`src/rtl/host_cmd_pkg.sv`:
```
// Shared constants and types for the byte-stream host command decoder:
// opcodes, result select codes, error codes and FSM states.
package host_cmd_pkg;

    localparam logic [7:0] OP_ENC   = 8'h01;
    localparam logic [7:0] OP_READ  = 8'h03;
    localparam logic [7:0] OP_WRITE = 8'h04;
    localparam logic [7:0] CMD_ID   = 8'h01;

    localparam logic [15:0] SEL_NONE    = 16'h0000;
    localparam logic [15:0] SEL_ENC_OFF = 16'h0001;
    localparam logic [15:0] SEL_ENC_ON  = 16'h0002;
    localparam logic [15:0] SEL_READ    = 16'h0003;
    localparam logic [15:0] SEL_WRITE   = 16'h0004;
    localparam logic [15:0] SEL_ERROR   = 16'hFFFF;

    typedef enum logic [2:0] {
        ERR_NONE    = 3'd0,
        ERR_OPCODE  = 3'd1,
        ERR_FILLER  = 3'd2,
        ERR_CMD_ID  = 3'd3,
        ERR_LENGTH  = 3'd4,
        ERR_TIMEOUT = 3'd5
    } err_code_e;

    typedef enum logic [2:0] {
        ST_IDLE    = 3'd0,
        ST_HDR     = 3'd1,
        ST_PAYLOAD = 3'd2,
        ST_RESP    = 3'd3,
        ST_FLUSH   = 3'd4
    } state_e;

    function automatic logic is_known_op(input logic [7:0] op);
        return (op == OP_ENC) || (op == OP_READ) || (op == OP_WRITE);
    endfunction

endpackage

```
`src/rtl/host_cmd_idle_timer.sv`:
```
// Saturating idle-cycle counter; expired_o is high during the limit_i-th
// consecutive cycle without clear_i.
module host_cmd_idle_timer #(
    parameter int CNT_W = 17
) (
    input  logic             clk,
    input  logic             reset,
    input  logic             clear_i,
    input  logic [CNT_W-1:0] limit_i,
    output logic             expired_o
);

    logic [CNT_W-1:0] cnt_q;

    always_ff @(posedge clk or posedge reset) begin
        if (reset) begin
            cnt_q <= '0;
        end else if (clear_i) begin
            cnt_q <= '0;
        end else if (cnt_q != '1) begin
            cnt_q <= cnt_q + CNT_W'(1);
        end
    end

    assign expired_o = (cnt_q >= (limit_i - CNT_W'(1)));

endmodule

```
`src/rtl/host_uart_cmd_stream_dec.sv`:
```
// Assembles opcode-sized frames from the UART RX byte stream and reports one
// decoded command or one error per frame.
module host_uart_cmd_stream_dec
    import host_cmd_pkg::*;
#(
    parameter int         ADDR_BYTES     = 6,
    parameter int         PAYLOAD_BYTES  = 32,
    parameter int         TIMEOUT_CYCLES = 100000,
    parameter int         GAP_CYCLES     = 1000,
    parameter logic [7:0] FILL_BYTE      = 8'hFF
) (
    input  logic                       clk,
    input  logic                       reset,
    input  logic [7:0]                 rx_data,
    input  logic                       rx_valid,
    output logic                       rx_ready,
    output logic                       cmd_valid,
    input  logic                       cmd_ready,
    output logic [15:0]                cmd_select,
    output logic [8*ADDR_BYTES-1:0]    target_addr,
    output logic [8*PAYLOAD_BYTES-1:0] output_data,
    output logic [7:0]                 payload_len,
    output logic                       error,
    output logic [2:0]                 error_code,
    output logic                       done,
    output state_e                     dbg_state
);

    localparam int IDX_W   = $clog2(ADDR_BYTES + 2 + PAYLOAD_BYTES);
    localparam int CNT_MAX = (TIMEOUT_CYCLES > GAP_CYCLES) ? TIMEOUT_CYCLES : GAP_CYCLES;
    localparam int CNT_W   = $clog2(CNT_MAX + 1);
    localparam logic [IDX_W-1:0] IDX_LAST_ADDR = IDX_W'(ADDR_BYTES - 1);
    localparam logic [IDX_W-1:0] IDX_ID        = IDX_W'(ADDR_BYTES);
    localparam logic [7:0]       MAX_LEN       = 8'(PAYLOAD_BYTES);

    state_e                     state_q;
    logic [7:0]                 op_q, rem_q, len_q, payload_len_q;
    logic [IDX_W-1:0]           idx_q;
    logic                       rx_ready_q, cmd_valid_q, error_q, done_q;
    logic [15:0]                cmd_select_q;
    logic [8*ADDR_BYTES-1:0]    target_q;
    logic [8*PAYLOAD_BYTES-1:0] data_q;
    err_code_e                  err_code_q;

    // Both ports: a beat moves on a clock edge where valid and ready are both
    // high; the result is held unchanged while cmd_valid waits for cmd_ready.
    logic xfer;
    assign xfer = rx_valid & rx_ready_q;

    logic tmr_clear, tmr_expired;
    logic [CNT_W-1:0] tmr_limit;
    assign tmr_clear = rx_valid || !(state_q inside {ST_HDR, ST_PAYLOAD, ST_FLUSH});
    assign tmr_limit = (state_q == ST_FLUSH) ? CNT_W'(GAP_CYCLES) : CNT_W'(TIMEOUT_CYCLES);

    host_cmd_idle_timer #(.CNT_W(CNT_W)) u_idle_timer (
        .clk       (clk),
        .reset     (reset),
        .clear_i   (tmr_clear),
        .limit_i   (tmr_limit),
        .expired_o (tmr_expired)
    );

    // Verdict on the byte currently offered in HDR/PAYLOAD.
    err_code_e  byte_err;
    logic       byte_last;
    logic [15:0] ok_sel;

    always_comb begin
        byte_err  = ERR_NONE;
        byte_last = 1'b0;
        ok_sel    = SEL_NONE;
        if (state_q == ST_HDR) begin
            case (op_q)
                OP_ENC: begin
                    if (idx_q < IDX_ID) begin
                        if (rx_data != FILL_BYTE) byte_err = ERR_FILLER;
                    end else if (idx_q == IDX_ID) begin
                        if (rx_data != CMD_ID) byte_err = ERR_CMD_ID;
                    end else begin
                        byte_last = 1'b1;
                        ok_sel    = (rx_data != 8'h00) ? SEL_ENC_ON : SEL_ENC_OFF;
                    end
                end
                OP_READ: begin
                    if (idx_q == IDX_LAST_ADDR) begin
                        byte_last = 1'b1;
                        ok_sel    = SEL_READ;
                    end
                end
                default: begin
                    if (idx_q == IDX_ID && (rx_data == 8'h00 || rx_data > MAX_LEN))
                        byte_err = ERR_LENGTH;
                end
            endcase
        end else if (state_q == ST_PAYLOAD && rem_q == 8'd1) begin
            byte_last = 1'b1;
            ok_sel    = SEL_WRITE;
        end
    end

    always_ff @(posedge clk or posedge reset) begin
        if (reset) begin
            state_q       <= ST_IDLE;
            op_q          <= '0;
            idx_q         <= '0;
            rem_q         <= '0;
            len_q         <= '0;
            rx_ready_q    <= 1'b0;
            cmd_valid_q   <= 1'b0;
            cmd_select_q  <= SEL_NONE;
            target_q      <= '0;
            data_q        <= '0;
            payload_len_q <= '0;
            error_q       <= 1'b0;
            err_code_q    <= ERR_NONE;
            done_q        <= 1'b1;
        end else begin
            case (state_q)
                ST_IDLE: begin
                    rx_ready_q <= 1'b1;
                    if (xfer) begin
                        op_q          <= rx_data;
                        idx_q         <= '0;
                        cmd_select_q  <= SEL_NONE;
                        target_q      <= '0;
                        data_q        <= '0;
                        payload_len_q <= '0;
                        error_q       <= 1'b0;
                        err_code_q    <= ERR_NONE;
                        done_q        <= 1'b0;
                        if (is_known_op(rx_data)) begin
                            state_q <= ST_HDR;
                        end else begin
                            state_q      <= ST_RESP;
                            rx_ready_q   <= 1'b0;
                            cmd_valid_q  <= 1'b1;
                            cmd_select_q <= SEL_ERROR;
                            error_q      <= 1'b1;
                            err_code_q   <= ERR_OPCODE;
                        end
                    end
                end
                ST_HDR, ST_PAYLOAD: begin
                    if (xfer) begin
                        idx_q <= idx_q + IDX_W'(1);
                        for (int k = 0; k < ADDR_BYTES; k++) begin
                            if (state_q == ST_HDR && op_q != OP_ENC && idx_q == IDX_W'(k))
                                target_q[k*8 +: 8] <= rx_data;
                        end
                        for (int k = 0; k < PAYLOAD_BYTES; k++) begin
                            if (state_q == ST_PAYLOAD && idx_q == IDX_W'(k))
                                data_q[k*8 +: 8] <= rx_data;
                        end
                        if (state_q == ST_PAYLOAD) rem_q <= rem_q - 8'd1;
                        if (byte_err != ERR_NONE || byte_last) begin
                            state_q      <= ST_RESP;
                            rx_ready_q   <= 1'b0;
                            cmd_valid_q  <= 1'b1;
                            cmd_select_q <= (byte_err != ERR_NONE) ? SEL_ERROR : ok_sel;
                            error_q      <= (byte_err != ERR_NONE);
                            err_code_q   <= byte_err;
                            if (state_q == ST_PAYLOAD) payload_len_q <= len_q;
                        end else if (state_q == ST_HDR && op_q == OP_WRITE && idx_q == IDX_ID) begin
                            state_q <= ST_PAYLOAD;
                            idx_q   <= '0;
                            rem_q   <= rx_data;
                            len_q   <= rx_data;
                        end
                    end else if (tmr_expired) begin
                        state_q      <= ST_RESP;
                        rx_ready_q   <= 1'b0;
                        cmd_valid_q  <= 1'b1;
                        cmd_select_q <= SEL_ERROR;
                        error_q      <= 1'b1;
                        err_code_q   <= ERR_TIMEOUT;
                    end
                end
                ST_RESP: begin
                    if (cmd_ready) begin
                        cmd_valid_q <= 1'b0;
                        rx_ready_q  <= 1'b1;
                        // Format errors leave the rest of the frame on the wire.
                        if (error_q && err_code_q != ERR_TIMEOUT) begin
                            state_q <= ST_FLUSH;
                        end else begin
                            state_q <= ST_IDLE;
                            done_q  <= 1'b1;
                        end
                    end
                end
                ST_FLUSH: begin
                    if (!rx_valid && tmr_expired) begin
                        state_q <= ST_IDLE;
                        done_q  <= 1'b1;
                    end
                end
                default: state_q <= ST_IDLE;
            endcase
        end
    end

    assign rx_ready    = rx_ready_q;
    assign cmd_valid   = cmd_valid_q;
    assign cmd_select  = cmd_select_q;
    assign target_addr = target_q;
    assign output_data = data_q;
    assign payload_len = payload_len_q;
    assign error       = error_q;
    assign error_code  = err_code_q;
    assign done        = done_q;
    assign dbg_state   = state_q;

endmodule
```
`config.mk`:
```
export PLATFORM = sky130hd
export DESIGN_NAME = host_uart_cmd_stream_dec
export DESIGN_NICKNAME = d
export VERILOG_FILES = /design/src/rtl/host_cmd_pkg.sv /design/src/rtl/host_cmd_idle_timer.sv /design/src/rtl/host_uart_cmd_stream_dec.sv
export SDC_FILE = /design/constraint.sdc
export NUM_CORES = 1
export LEC_CHECK = 0
export CORE_MARGIN = 2
export CORE_UTILIZATION = 50
export CTS_BUF_LIST = sky130_fd_sc_hd__clkbuf_4 sky130_fd_sc_hd__clkbuf_8
export DETAILED_ROUTE_END_ITERATION = 16
export GPL_TIMING_DRIVEN = 0
export PLACE_DENSITY = 0.92
export SYNTH_ARGS = -nofsm -noshare
export SYNTH_HDL_FRONTEND = slang
export SYNTH_SLANG_ARGS = --single-unit
```
`constraint.sdc`:
```
create_clock -name clk -period 24.6 [get_ports clk]
set_clock_uncertainty 0.1 [all_clocks]
set_input_delay 3.69 -clock clk [delete_from_list [all_inputs] [get_ports clk]]
set_output_delay 3.69 -clock clk [all_outputs]
set_load 0.02 [all_outputs]
```
==> results.md, run 1 <==
- Status: finished, final reports clean
- Setup bufs post-CTS: 0
- Die area: roughly 32,000 um2
- Crit-path cells: clkdlybuf4s50_1 -> nand2_1 -> nor2_1 -> nor2_1 -> clkbuf_1 -> nor2_1 -> mux2_2
- Fin. Hold Viols: 0
- Hold path depth: 1
- ANT cells: 0
- Worst hold path startpoint: rem_q[6]
- Vias: 11,985
- Total track usage: 0.282
- Clock latency on the worst-skew pair: about 0.63 ns
- Total CTS buffers: 59
- Reg area: ~9300 um2
- Layout area overhead: 35.1%
- Pwr dens: 147 nW/um2
- Antenna violations before repair: 0
- Post-DRT Antenna Nets: 0
- M1 WL: approximately 18 mm
- Yosys cell types: just under 60
- Synth area leader: dfrtp_1
- Core Util, Final: 0.685
- Max clock buf depth: 3
- Clock slew at reported path FFs: around 0.060 ns
- Critical Path RT: around 25 ns
- Peak supply drop: ~86 uV
- Cells after Synth: 1,282
- CP endpoint kind: flop
- DRC Markers: 0
- TNS Setup: 0 ns
- Initial DRT Pass Iterations: 7
- DR WL/cell: ~22 um
- Sink Count: roughly 370
- Final Max Slew Viols: 0
- EDFF count, synth: 0
- # Max-Cap Violations: 0
- Total grt overflow: 0
- FF-to-FF setup slack: just over 20 ns
- Tightest Hold Check Type: flop to flop
- Syn Nets: 1,305
- Die Y-Extent: 180 um
- # port buffers: approximately 350
- Clk Tree Root Cell: clkbuf_8
- IO Count: 350
- HPWL Detailed: about 32 mm
- Vias in the first global route: between 10,000 and 15,000
- Hold buffer count at cts: 0
- Syn_area_per_cell: roughly 12 um2
- YS warnings: 0
- Nets: about 1,700
- Cell mode on critical path: nor2_1
- Finish-stage setup viols: 0
- R2R depth: 9
- Total power: between 3 and 4 mW
- Crit path largest cell delay: 0.99 ns
- CP Max Fanout: 10
- Critical path class: primary input to flop
- Fin crit share: 0.258
- Leakage: roughly 9.1 nW
- Iter 0 DRT Violations: 823
- Core Area: 30,500 um2
- Drt via density: 5.61
- R2r startpoint: dbg_state[1]
- Worst slew pin tran: around 1.3 ns
- Synth Register Bits: approximately 370
- Routed wl met3: approximately 4.1 mm
- Placer congestion estimate: about 0.88
- RSZ-0062 raised after global routing: no
- Share of cells above drive strength 1: 0.218
- Worst Hold Path EP: rem_q[6]
- Max-Slew Margin vs Limit: 0.126
- Die X: 180 um
- Initial Util: 0.507
- Largest net degree at the start of global routing: approximately 110
- Syn Std Cell Area: between 15,000 and 20,000 um2
- Area of the multi-input gates: approximately 5700 um2
- Crit-path slowest cell: nor2_1
- Top post-synthesis cells by area: dfrtp_1 (60%), mux2_2 (17%), o21ai_0 (3.8%)
- R2r endpoint: output_data[214]
- FILL cells: roughly 2,100
- CP arrival: between 6 and 7 ns
- WL met2: ~22 mm
- First-pass GRT wire length: roughly 72 mm
- Crit start category: primary input
- CTS tree: yes
- Top sig layer: met4
- Post-synth top area share: 0.600
- Post_cts resized: 0
- Register area share after synthesis: 0.602
- Cell row count: 64
- Fmax: 157 MHz
- DRT Wirelength: between 40 and 50 mm
- Most used DFF post-synth: dfrtp_1
- Ys async rst share: 1.00
- Htree depth: 2
- Fin crit period: 6.36 ns
-- registers in the layout, summed over array words and instances, names as in the netlist, 6 cells and up --
name,flops
rem_q,8
len_q,8
op_q,8
u_idle_timer.cnt_q,17
payload_len,8
output_data,256
idx_q,6
target_addr,48
-- critical path: cells and delay by family --
family                 cells  cell delay [ns]
and+or+nand+nor            4             1.76
buffers and inverters      2             0.86
muxes                      1             0.43
-- cells by family after synthesis --
kind of cell | count (synthesis) | share of synthesized area
flip-flops | 372 | 0.602
AO/OA/AOI/OAI | 214 | 0.0806
XOR/XNOR | 14 | 0.00793
adder cells (fa/ha/maj) | 11 | 0.00890
buffers and inverters | 109 | 0.0299
multiplexers | 241 | 0.175
AND/OR/NAND/NOR | 321 | 0.0955
-- layout make-up --
type | instances | share of cell area
repair buffers | 350 | 0.170
multi-input cells | 801 | 0.273
plain buffers | 89 | 0.0186
inverters | 20 | 0.00395
clock inverters | 13 | 0.0101
well taps | 396 | 0.0237
flip-flops and latches | 372 | 0.446
clock buffers | 94 | 0.0550
-- power breakdown --
group,total (mW),internal (mW),switching [mW]
clock network,0.594,0.350,0.244
registers,0.982,0.839,0.143
logic,1.50,0.654,0.850
total,3.08,1.84,1.24
-- cell usage after synthesis, types with 5 or more instances --
| cell type | count |
|---|---|
| a21oi_1 | 42 |
| a2bb2oi_1 | 6 |
| a31oi_1 | 8 |
| buf_4 | 13 |
| clkbuf_1 | 71 |
| dfrtp_1 | 371 |
| ha_1 | 11 |
| inv_1 | 19 |
| mux2_2 | 235 |
| mux2i_1 | 6 |
| nand2_1 | 141 |
| nand2b_1 | 5 |
| nand3_1 | 32 |
| nand4_1 | 5 |
| nor2_1 | 71 |
| nor2b_1 | 12 |
| nor3_1 | 10 |
| nor3b_1 | 5 |
| nor4_1 | 5 |
| o21ai_0 | 118 |
| o21ai_1 | 5 |
| o22ai_1 | 7 |
| or3_1 | 9 |
| or4_1 | 5 |
| xor2_1 | 10 |
-- worst max path at each step --
stage / start / to / slack, ns / cells past startpoint
2_1_floorplan: reset / cmd_select[0] / 10.48 / 1
3_3_place_gp: reset / output_data[184] / 6.78 / 2
3_5_place_dp: rx_valid / output_data[208] / 17.62 / 7
4_1_cts: rx_valid / output_data[214] / 18.23 / 7
5_1_grt: rx_valid / output_data[214] / 18.11 / 7
6_report: rx_valid / output_data[214] / 18.24 / 7
-- cells in the final DEF, fill, tap and decap left out, types with 6 or more instances in the layout --
cell type,netlist,routed
clkbuf_4,0,23
clkbuf_1,71,71
nand2_1,141,141
dfrtp_1,371,371
o21ai_0,118,118
mux2_2,235,235
nor3_1,10,10
nor2_1,71,71
a21oi_1,42,42
a31oi_1,8,8
a2bb2oi_1,6,6
clkbuf_8,0,71
inv_1,19,18
buf_4,13,13
xor2_1,10,10
mux2i_1,6,6
clkdlybuf4s50_1,0,346
ha_1,11,11
or3_1,9,9
nand3_1,32,32
o22ai_1,7,7
nor2b_1,12,12
-- per-layer routing --
| metal | global-route usage | vias to the layer above |
|---|---|---|
| met2 | 0.472 | 601 |
| met3 | 0.0776 | 117 |
| met5 | 0 | - |
| li1 | - | 5284 |
| met4 | 0.115 | 0 |
| met1 | 0.346 | 5983 |
-- metrics by stage --
stage	instance area [um2]	worst slack, ns	cells	hold WS [ns]
floorplan	15500	10.48	1282	0.351
global placement	19400	6.78	2024	0.361
detailed placement	19500	17.62	2028	0.370
CTS	20900	18.23	2135	0.382
global route	20900	18.11	2135	0.399
finish	20900	18.24	2135	0.378
Note: power is estimated with default switching activity, not from simulation.
==> run 2: changes to the inputs <==
clock period = 5.9 ns   (was 24.6 ns; I/O delays follow)
==> run 2 against run 1 <==
  * Die area stayed put
  * Via count is 1.1% higher
  * Combinational power grew to 4.2 times the previous value
  * Setup slack worse by 16 ns
  * Non-clock buffer count is 6 higher
  * Power grew to 4.1 times the previous value
  * Sequential power grew to 4.2 times the previous value
  * Sequential share of layout area hardly changed
  * Core utilization hardly changed
  * Critical path depth is 2 higher
  * First-iteration DRC count is 2.8% lower
  * Global-route usage is 0.54 points higher
  * Critical path type is now flop to flop
==> results.md, run 2 (synthesis results as in run 1) <==
- Status: finished, final reports clean
- Leakage: between 9 and 10 nW
- HPWL Detailed: about 33 mm
- Worst slew pin tran: 1.36 ns
- Most common cell after layout, fill and taps aside: dfrtp_1
- DP Area: 19,600 um2
- CP endpoint kind: flop
- Vias: about 12,000
- RSZ-0062 raised after global routing: no
- Layout area overhead: 35.1%
- Core Area: 30,500 um2
- # Max-Cap Violations: 0
- Largest register FFs: 256
- Commonest non-fill, non-tap cells in the layout: dfrtp_1 (371), clkdlybuf4s50_1 (346), mux2_2 (235)
- Critical Path RT: 6.28 ns
- Pint: around 7.5 mW
- Initial DRT Pass Iterations: 5
- Flop pwr share: 0.324
- Critical path class: flop to flop
- Tightest Hold Check Type: flop to flop
- Die Y-Extent: ~180 um
- Pwr dens: between 600 and 700 nW/um2
- Sink Count: between 300 and 400
- Setup bufs post-CTS: 0
- Die area: about 32,000 um2
- DR WL/cell: around 22 um
- Antenna violations before repair: 0
- FILL cells: ~2,100
- Clock slew at reported path FFs: 0.07 ns
- Placer congestion estimate: ~0.89
- Combinational power share: 0.495
- DRT Wirelength: between 40 and 50 mm
- Max-Slew Margin vs Limit: 0.0897
- DRC Markers: 0
- Crit start category: flop
- Total track usage: 0.287
- Sw frac: 0.407
- Fin crit share: 0.703
- Finish-stage setup viols: 0
- ANT cells: 0
- Drt via density: around 5.7
- Cell row count: 64
- Hold buffer count at cts: 0
- # port buffers: 346
- Net Sw Power: roughly 5.2 mW
- First-pass GRT wire length: between 70 and 80 mm
- Fmax: about 240 MHz
- Total power: roughly 13 mW
- TNS Setup: 0 ns
- CP arrival: approximately 4.5 ns
- Htree depth: 2
- Total grt overflow: 0
- Initial Util: 0.507
- Final Cell Area: approximately 21,000 um2
- Clock power share: 0.181
- Fin crit period: roughly 4.1 ns
- Die X: 180 um
- Post-DRT Antenna Nets: 0
- CP Max Fanout: 10
- Clock latency on the worst-skew pair: approximately 0.59 ns
- Peak supply drop: ~370 uV
- Clk Tree Root Cell: clkbuf_8
- Iter 0 DRT Violations: 800
- IO Count: 350
- Final Max Slew Viols: 0
- Max clock buf depth: 3
- Vias in the first global route: ~13,000
- Fin. Hold Viols: 0
- CTS tree: yes
- Post_cts resized: 0
- Share of cells above drive strength 1: 0.219
- Nets: approximately 1,700
- Largest net degree at the start of global routing: between 40 and 50
- Total CTS buffers: between 50 and 60
==> run 2: area by class of cell <==
class	instances	area, um2	area share
flip-flops and latches	372	9310	0.446
multi-input cells	801	5700	0.273
repair buffers	356	3650	0.175
clock buffers	99	1220	0.0586
well taps	396	495	0.0237
plain buffers	89	388	0.0186
inverters	20	78.8	0.00377
clock inverters	5	36.3	0.00174
==> run 2: worst paths after layout <==
path | from | to | slack (ns) | depth (start not counted)
max | dbg_state[1] | output_data[211] | 1.75 | 9
min | rem_q[6] | rem_q[6] | 0.37 | 1
max reg2reg | dbg_state[1] | output_data[211] | 1.75 | 9
min reg2reg | rem_q[6] | rem_q[6] | 0.37 | 1
max in group asynchronous | reset | output_data[76] | 3.82 | 6
min in group asynchronous | reset | output_data[35] | 0.50 | 2
==> run 2: critical path, stage by stage (launching register included) <==
cell and delay, ns:
dfrtp_1 0.42, buf_2 0.21, nor3b_1 0.24, nor2_1 0.17
clkbuf_1 0.35, clkbuf_1 0.45, clkbuf_1 0.52, a21oi_1 0.08
nor2_1 1.04, mux2_2 0.44
==> run 2: routing by layer <==
layer	track usage	routed length, um	up-vias
met5	0	0	-
met4	0.130	1900	0
met3	0.0843	4060	111
met2	0.484	23100	549
met1	0.341	18200	6159
li1	-	-	5300
==> run 2: power by group through the flow <==
| stage | Sequential [mW] | Combinational, mW | Clock [mW] |
|---|---|---|---|
| floorplan | 5.06 | 2.37 | 0 |
| global placement | 4.06 | 6.03 | 0 |
| detailed placement | 4.13 | 6.25 | 0 |
| CTS | 4.11 | 6.29 | 2.33 |
| global route | 4.22 | 6.64 | 2.45 |
| finish | 4.12 | 6.29 | 2.30 |
==> run 2: metrics by stage <==
| stage | std cells | utilization | setup WS (ns) | hold WS (ns) |
|---|---|---|---|---|
| 5_1_grt | 2138 | 0.685 | 1.60 | 0.401 |
| 2_1_floorplan | 1282 | - | -0.0783 | 0.351 |
| 6_report | 2138 | 0.685 | 1.75 | 0.371 |
| 3_3_place_gp | 2024 | 0.637 | -2.18 | 0.363 |
| 4_1_cts | 2138 | 0.685 | 1.77 | 0.375 |
| 3_5_place_dp | 2034 | 0.643 | 1.64 | 0.367 |
